==> src/rtl/mem_pkg.sv <==
// Shared encodings for the memory access unit: mem_op codes,
// funct3 size encodings, FSM states and a size decode helper.
package mem_pkg;

  localparam logic [1:0] MOP_NONE  = 2'b00;
  localparam logic [1:0] MOP_LOAD  = 2'b01;
  localparam logic [1:0] MOP_STORE = 2'b10;

  localparam logic [2:0] F3_B  = 3'b000;
  localparam logic [2:0] F3_H  = 3'b001;
  localparam logic [2:0] F3_W  = 3'b010;
  localparam logic [2:0] F3_BU = 3'b100;
  localparam logic [2:0] F3_HU = 3'b101;

  typedef enum logic [1:0] {
    S_IDLE,
    S_MEM,
    S_RESP
  } state_t;

  typedef enum logic [1:0] {
    SZ_B,
    SZ_H,
    SZ_W
  } size_t;

  // Unused funct3 codes fall through to a word access.
  function automatic size_t size_of(input logic [2:0] f3);
    size_t s;
    case (f3)
      F3_B, F3_BU: s = SZ_B;
      F3_H, F3_HU: s = SZ_H;
      default:     s = SZ_W;
    endcase
    return s;
  endfunction

endpackage

==> src/rtl/mem_access_unit_if.sv <==
// Data memory bus between the access unit (master) and memory (slave).
// Ports: req/we/addr/wdata/be from master; ack/rdata from slave.
interface mem_access_unit_if;
  logic        dmem_req;
  logic        dmem_we;
  logic [31:0] dmem_addr;
  logic [31:0] dmem_wdata;
  logic [3:0]  dmem_be;
  logic        dmem_ack;
  logic [31:0] dmem_rdata;

  modport master (
    output dmem_req, dmem_we, dmem_addr,
    output dmem_wdata, dmem_be,
    input  dmem_ack, dmem_rdata
  );

  modport slave (
    input  dmem_req, dmem_we, dmem_addr,
    input  dmem_wdata, dmem_be,
    output dmem_ack, dmem_rdata
  );
endinterface

==> src/rtl/load_align.sv <==
// Load lane extract and sign/zero extend.
// Ports: rdata word, addr[1:0], funct3 in; aligned data out.
module load_align
  import mem_pkg::*;
(
  input  logic [31:0] rdata,
  input  logic [1:0]  addr,
  input  logic [2:0]  funct3,
  output logic [31:0] data
);

  logic [7:0]  b;
  logic [15:0] h;
  logic        sx;

  always_comb begin
    b    = rdata[{addr, 3'b000} +: 8];
    h    = addr[1] ? rdata[31:16] : rdata[15:0];
    sx   = ~funct3[2];
    data = rdata;
    case (size_of(funct3))
      SZ_B:    data = {{24{sx & b[7]}}, b};
      SZ_H:    data = {{16{sx & h[15]}}, h};
      default: data = rdata;
    endcase
  end

endmodule

==> src/rtl/mem_access_unit.sv <==
// Load/store unit: IDLE/MEM/RESP FSM between execute and dmem.
// Ports: clk, rst_n, ex_* op in, dmem bus (master), wb_*, misalign_trap.
// Build option: MISALIGN_TRAP_EN traps misaligned half/word accesses.
module mem_access_unit
  import mem_pkg::*;
(
  input  logic        clk,
  input  logic        rst_n,
  input  logic        ex_valid,
  output logic        ex_ready,
  input  logic [31:0] ALU_result,
  input  logic [31:0] store_data,
  input  logic [1:0]  mem_op,
  input  logic [2:0]  funct3,
  input  logic [4:0]  rd_in,
  mem_access_unit_if.master dmem,
  output logic        wb_valid,
  output logic [31:0] wb_data,
  output logic [4:0]  wb_rd,
  output logic        misalign_trap
);

  state_t      state, nxt;
  logic        ld_q, st_q;
  logic [31:0] addr_q, wdata_q, res_q;
  logic [3:0]  be_q;
  logic [2:0]  f3_q;
  logic [4:0]  rd_q;
  logic [31:0] ld_data;

  logic        is_ld, is_st, is_mem, trap;
  logic [3:0]  be_n;
  logic [31:0] wd_n;
  size_t       sz;

  always_comb begin
    is_ld  = mem_op == MOP_LOAD;
    is_st  = mem_op == MOP_STORE;
    is_mem = is_ld | is_st;
    sz     = size_of(funct3);
`ifdef MISALIGN_TRAP_EN
    trap = is_mem &
           ((sz == SZ_H && ALU_result[0]) ||
            (sz == SZ_W && ALU_result[1:0] != 2'b00));
`else
    trap = 1'b0;
`endif
    be_n = 4'b1111;
    wd_n = store_data;
    case (sz)
      SZ_B: begin
        be_n = 4'b0001 << ALU_result[1:0];
        wd_n = {4{store_data[7:0]}};
      end
      SZ_H: begin
        be_n = ALU_result[1] ? 4'b1100 : 4'b0011;
        wd_n = {2{store_data[15:0]}};
      end
      default: ;
    endcase
  end

  always_comb begin
    nxt = state;
    unique case (state)
      S_IDLE:
        if (ex_valid)
          nxt = (is_mem && !trap) ? S_MEM : S_RESP;
      S_MEM:
        if (dmem.dmem_ack) nxt = S_RESP;
      S_RESP:  nxt = S_IDLE;
      default: nxt = S_IDLE;
    endcase
  end

  always_ff @(posedge clk) begin
    if (!rst_n) state <= S_IDLE;
    else        state <= nxt;
  end

  load_align u_align (
    .rdata  (dmem.dmem_rdata),
    .addr   (addr_q[1:0]),
    .funct3 (f3_q),
    .data   (ld_data)
  );

`ifdef MISALIGN_TRAP_EN
  logic trap_q;

  always_ff @(posedge clk) begin
    if (!rst_n)
      trap_q <= 1'b0;
    else if (state == S_IDLE && ex_valid)
      trap_q <= trap;
  end

  assign misalign_trap = (state == S_RESP) & trap_q;
`else
  assign misalign_trap = 1'b0;
`endif

  always_ff @(posedge clk) begin
    if (!rst_n) begin
      ld_q    <= 1'b0;
      st_q    <= 1'b0;
      addr_q  <= '0;
      wdata_q <= '0;
      be_q    <= '0;
      f3_q    <= '0;
      rd_q    <= '0;
      res_q   <= '0;
    end else if (state == S_IDLE && ex_valid) begin
      ld_q    <= is_ld & ~trap;
      st_q    <= is_st & ~trap;
      addr_q  <= ALU_result;
      wdata_q <= wd_n;
      be_q    <= be_n;
      f3_q    <= funct3;
      rd_q    <= (is_st | trap) ? 5'd0 : rd_in;
      res_q   <= is_mem ? 32'd0 : ALU_result;
    end else if (state == S_MEM && dmem.dmem_ack) begin
      res_q   <= ld_q ? ld_data : 32'd0;
    end
  end

  assign ex_ready        = state == S_IDLE;
  assign dmem.dmem_req   = state == S_MEM;
  assign dmem.dmem_we    = (state == S_MEM) & st_q;
  assign dmem.dmem_addr  = {addr_q[31:2], 2'b00};
  assign dmem.dmem_wdata = wdata_q;
  assign dmem.dmem_be    = be_q;
  assign wb_valid        = state == S_RESP;
  assign wb_data         = wb_valid ? res_q : 32'd0;
  assign wb_rd           = wb_valid ? rd_q : 5'd0;

endmodule

==> src/flat_wrapper.sv <==
// flat-port wrapper written by rule: the top's interface ports become plain ports
module mem_access_unit_flat import mem_pkg::*;
  (clk, rst_n, ex_valid, ex_ready, ALU_result, store_data, mem_op, funct3, rd_in, wb_valid, wb_data, wb_rd, misalign_trap, dmem_dmem_req, dmem_dmem_we, dmem_dmem_addr, dmem_dmem_wdata, dmem_dmem_be, dmem_dmem_ack, dmem_dmem_rdata);
  mem_access_unit_if dmem_i ();
  input  logic clk;
  input  logic rst_n;
  input  logic ex_valid;
  output logic ex_ready;
  input  logic [31:0] ALU_result;
  input  logic [31:0] store_data;
  input  logic [1:0] mem_op;
  input  logic [2:0] funct3;
  input  logic [4:0] rd_in;
  output logic wb_valid;
  output logic [31:0] wb_data;
  output logic [4:0] wb_rd;
  output logic misalign_trap;
  output wire logic [$bits(dmem_i.dmem_req)-1:0] dmem_dmem_req;
  output wire logic [$bits(dmem_i.dmem_we)-1:0] dmem_dmem_we;
  output wire logic [$bits(dmem_i.dmem_addr)-1:0] dmem_dmem_addr;
  output wire logic [$bits(dmem_i.dmem_wdata)-1:0] dmem_dmem_wdata;
  output wire logic [$bits(dmem_i.dmem_be)-1:0] dmem_dmem_be;
  input wire logic [$bits(dmem_i.dmem_ack)-1:0] dmem_dmem_ack;
  input wire logic [$bits(dmem_i.dmem_rdata)-1:0] dmem_dmem_rdata;
  assign dmem_dmem_req = dmem_i.dmem_req;
  assign dmem_dmem_we = dmem_i.dmem_we;
  assign dmem_dmem_addr = dmem_i.dmem_addr;
  assign dmem_dmem_wdata = dmem_i.dmem_wdata;
  assign dmem_dmem_be = dmem_i.dmem_be;
  assign dmem_i.dmem_ack = dmem_dmem_ack;
  assign dmem_i.dmem_rdata = dmem_dmem_rdata;
  mem_access_unit u_core (.clk(clk), .rst_n(rst_n), .ex_valid(ex_valid), .ex_ready(ex_ready), .ALU_result(ALU_result), .store_data(store_data), .mem_op(mem_op), .funct3(funct3), .rd_in(rd_in), .dmem(dmem_i), .wb_valid(wb_valid), .wb_data(wb_data), .wb_rd(wb_rd), .misalign_trap(misalign_trap));
endmodule
==> config.mk <==
export PLATFORM = sky130hd
export DESIGN_NAME = mem_access_unit_flat
export DESIGN_NICKNAME = d
export VERILOG_FILES = /design/src/rtl/mem_pkg.sv /design/src/rtl/mem_access_unit_if.sv /design/src/rtl/load_align.sv /design/src/rtl/mem_access_unit.sv /design/src/flat_wrapper.sv
export SDC_FILE = /design/constraint.sdc
export NUM_CORES = 1
export LEC_CHECK = 0
export CELL_PAD_IN_SITES_DETAIL_PLACEMENT = 0
export CELL_PAD_IN_SITES_GLOBAL_PLACEMENT = 2
export CORE_ASPECT_RATIO = 0.5
export CORE_MARGIN = 5
export CORE_UTILIZATION = 25
export CTS_CLUSTER_SIZE = 40
export DETAILED_ROUTE_END_ITERATION = 12
export PLACE_DENSITY = 0.82
export SKIP_LAST_GASP = 1
export SLEW_MARGIN = 10
export SYNTH_ARGS = -nofsm -noshare
export SYNTH_HDL_FRONTEND = slang
export SYNTH_HIERARCHICAL = 1
export SYNTH_SLANG_ARGS = --single-unit
==> constraint.sdc <==
create_clock -name clk -period 1.9 [get_ports clk]
set_input_delay 0.285 -clock clk [delete_from_list [all_inputs] [get_ports clk]]
set_output_delay 0.285 -clock clk [all_outputs]
set_load 0.01 [all_outputs]
==> impl_metrics.json <==
{
  "status": "completed",
  "regArea_um2": 2250,
  "antenna_found_initial": 1,
  "dp_hpwl_um": 17000,
  "yosys_warnings": 6,
  "grt_pass1_wl_um": 35600,
  "fmaxAchievable_mhz": 550,
  "yosysUniqueCellTypes": 46,
  "netlist.area_leader.share_pct": 35.6,
  "finalMaxSlewViolations": 0,
  "setup.worst_path.class": "reg2out",
  "antenna_cells": 0,
  "gp_congestion": 0.883,
  "final_net_count": 1055,
  "final-hold-violation-count": 0,
  "crit_path_max_incr_delay_ns": 0.35,
  "vias": 6043,
  "fin_worst_skew_ns": 0.00628,
  "fin_crit_sh_pct": 95.7,
  "drtPass1Iterations": 5,
  "drive_gt1_share_pct": 13.5,
  "setup_viol": 0,
  "die_y_um": 122,
  "clk_latency_ns": 0.37,
  "path_max_fanout": 19,
  "clockRootBuffer": "clkbuf_16",
  "core_um2": 25000,
  "crit_path_start_kind": "register",
  "synth_edf_count": 0,
  "rows": 41,
  "p_per_area_nw_per_um2": 735,
  "synth_seq_cells": 112,
  "die_w_um": 234,
  "worstPathRequired_ns": 1.62,
  "syn_area_um2": 6290,
  "viasPerCell": 4.68,
  "multi_input_area_um2": 3380,
  "ir_worst_vdd_mv": 0.349,
  "drtAntennaViolNets": 0,
  "period_minus_slack_ns": 1.82,
  "worstSetupEndpointType": "primary output",
  "p_leak_uw": 0.00359,
  "critPathTopFamily": "buffers and inverters",
  "wire_per_inst_um": 18.1,
  "yosysMostFrequentCell": "nand2_1",
  "maxCapViolations": 0,
  "fill_cells": 2689,
  "synthFlopType": "dfxtp_1",
  "ys_async_sr_fraction_pct": 0,
  "grt_overflow": 0,
  "ctsHoldBuffers": 0,
  "hold_path.class": "in2reg",
  "cts_buffers": 9,
  "synth.area.top_cells": "dfxtp_1 (36%), nand2_1 (12%), a21boi_1 (6.0%), o221a_1 (5.5%), a31o_1 (4.2%)",
  "drt_iter0_markers": 305,
  "cts_tree": "yes",
  "drt_wl_total_um": 23300,
  "cp_cell_sequence": "nor2b_4 -> buf_12 -> buf_16 -> and2_1 -> clkdlybuf4s15_1",
  "drc": 0,
  "yosysSeqAreaShare_pct": 35.6,
  "timing.hold.ws_ns": 0.287,
  "critPathBufInv": 3,
  "first_global_vias": 6068,
  "grt_max_degree": 76,
  "ctsHtreeMaxLevel": 3,
  "post-route-util_pct": 35.5,
  "critical_path.slowest_cell": "dfxtp_2",
  "clock-sinks": 112,
  "syn_inst": 776,
  "portBuffers": 216,
  "cp.arrival_ns": 1.53,
  "finalPower_uw": 6520,
  "track_usage_pct": 16.1,
  "path_clk_slew_ns": 0.07,
  "finalSetupTns_ns": 0,
  "start_util_pct": 25.2,
  "clockBufferDepth": 2,
  "die-area_um2": 28600,
  "synth_area_leader_cell": "dfxtp_1",
  "synth_common_cells": "nand2_1 (209), dfxtp_1 (112), a21boi_1 (50)",
  "area_growth_pct": 40.8,
  "ios": 220,
  "syn_area_per_cell_um2": 8.11
}
-- cell type report --
cell class                      instances  area share [%]
Sequential cell                       112            25.4
Clock inverter                          3           0.480
Clock buffer                           11            2.85
Inverter                                6           0.254
Tap cell                              344            4.86
Multi-Input combinational cell        550            38.1
Timing Repair Buffer                  264            28.1
-- what timing repair did --
item                                   CTS  global route
pin swaps                                0             1
setup endpoints to repair               45            57
gates cloned                             2             0
gates resized for setup                 85            53
buffers inserted                         3             1
endpoints found under the hold margin    0             0
-- logic make-up (layout without fill, tap and decap cells) --
logic type	Yosys count	after routing	share of synthesized area, %
AOI/OAI and AO/OA	240	240	29.0
adders and majority gates	2	2	0.397
buffers and inverters	116	284	11.4
DFF	112	112	35.6
muxes	15	15	2.46
other	1	3	0.0596
and+or+nand+nor	290	290	21.0
-- layer usage --
metal	share of wire, %	vias up	global-route usage (%)
li1	-	2990	-
met1	44	2877	20.2
met2	49	150	27.6
met3	5.2	26	4.19
met4	1.8	0	4.66
met5	0	-	0
-- report_power, final --
group / total [µW] / leakage (µW) / internal [µW] / switching [µW]
Sequential: 2680 / 0.000926 / 2560 / 119
Combinational: 1840 / 0.00252 / 929 / 911
Clock: 2000 / 0.000143 / 1080 / 918
-- registers in the layout, summed over array words and instances (netlist names) --
register	cells
u_core/addr_q	32
u_core/ld_q	1
u_core/dmem.dmem_be	4
u_core/st_q	1
u_core/f3_q	3
u_core/rd_q	5
u_core/state	2
u_core/dmem.dmem_wdata	32
u_core/res_q	32
-- placed cells by master (no fill, tap or decap), types with 9 or more instances in the layout --
cell type	count
and2_1	40
a31oi_1	9
o21ai_1	11
a22oi_1	12
buf_4	38
clkdlybuf4s50_1	174
dfxtp_1	108
a31o_1	30
a21boi_1	50
nand2_1	209
clkbuf_2	26
buf_2	10
o221a_1	31
clkbuf_16	9
buf_12	10
a21oi_1	42
o21ai_0	21
mux2i_1	12
-- metrics by stage --
| step | instance area [µm²] | cells | setup slack (ns) |
|---|---|---|---|
| after floorplan | 6300 | 778 | 0.266 |
| after global placement | 8640 | 1271 | -0.156 |
| after detailed placement | 8640 | 1271 | -0.183 |
| after CTS | 8970 | 1290 | -0.124 |
| after global routing | 8860 | 1290 | -0.0181 |
| final | 8860 | 1290 | 0.0813 |
-- final timing paths --
path / startpoint / endpoint / slack (ns) / cells past startpoint
hold / removal: rst_n / u_core/dmem.dmem_wdata[17] / 0.29 / 2
setup / recovery: u_core/state[1] / wb_data[3] / 0.08 / 5
setup reg to reg: u_core/addr_q[0] / u_core/res_q[13] / 0.09 / 7
hold reg to reg: u_core/rd_q[1] / u_core/rd_q[1] / 0.45 / 2
Power figures use the tool's default switching activity.
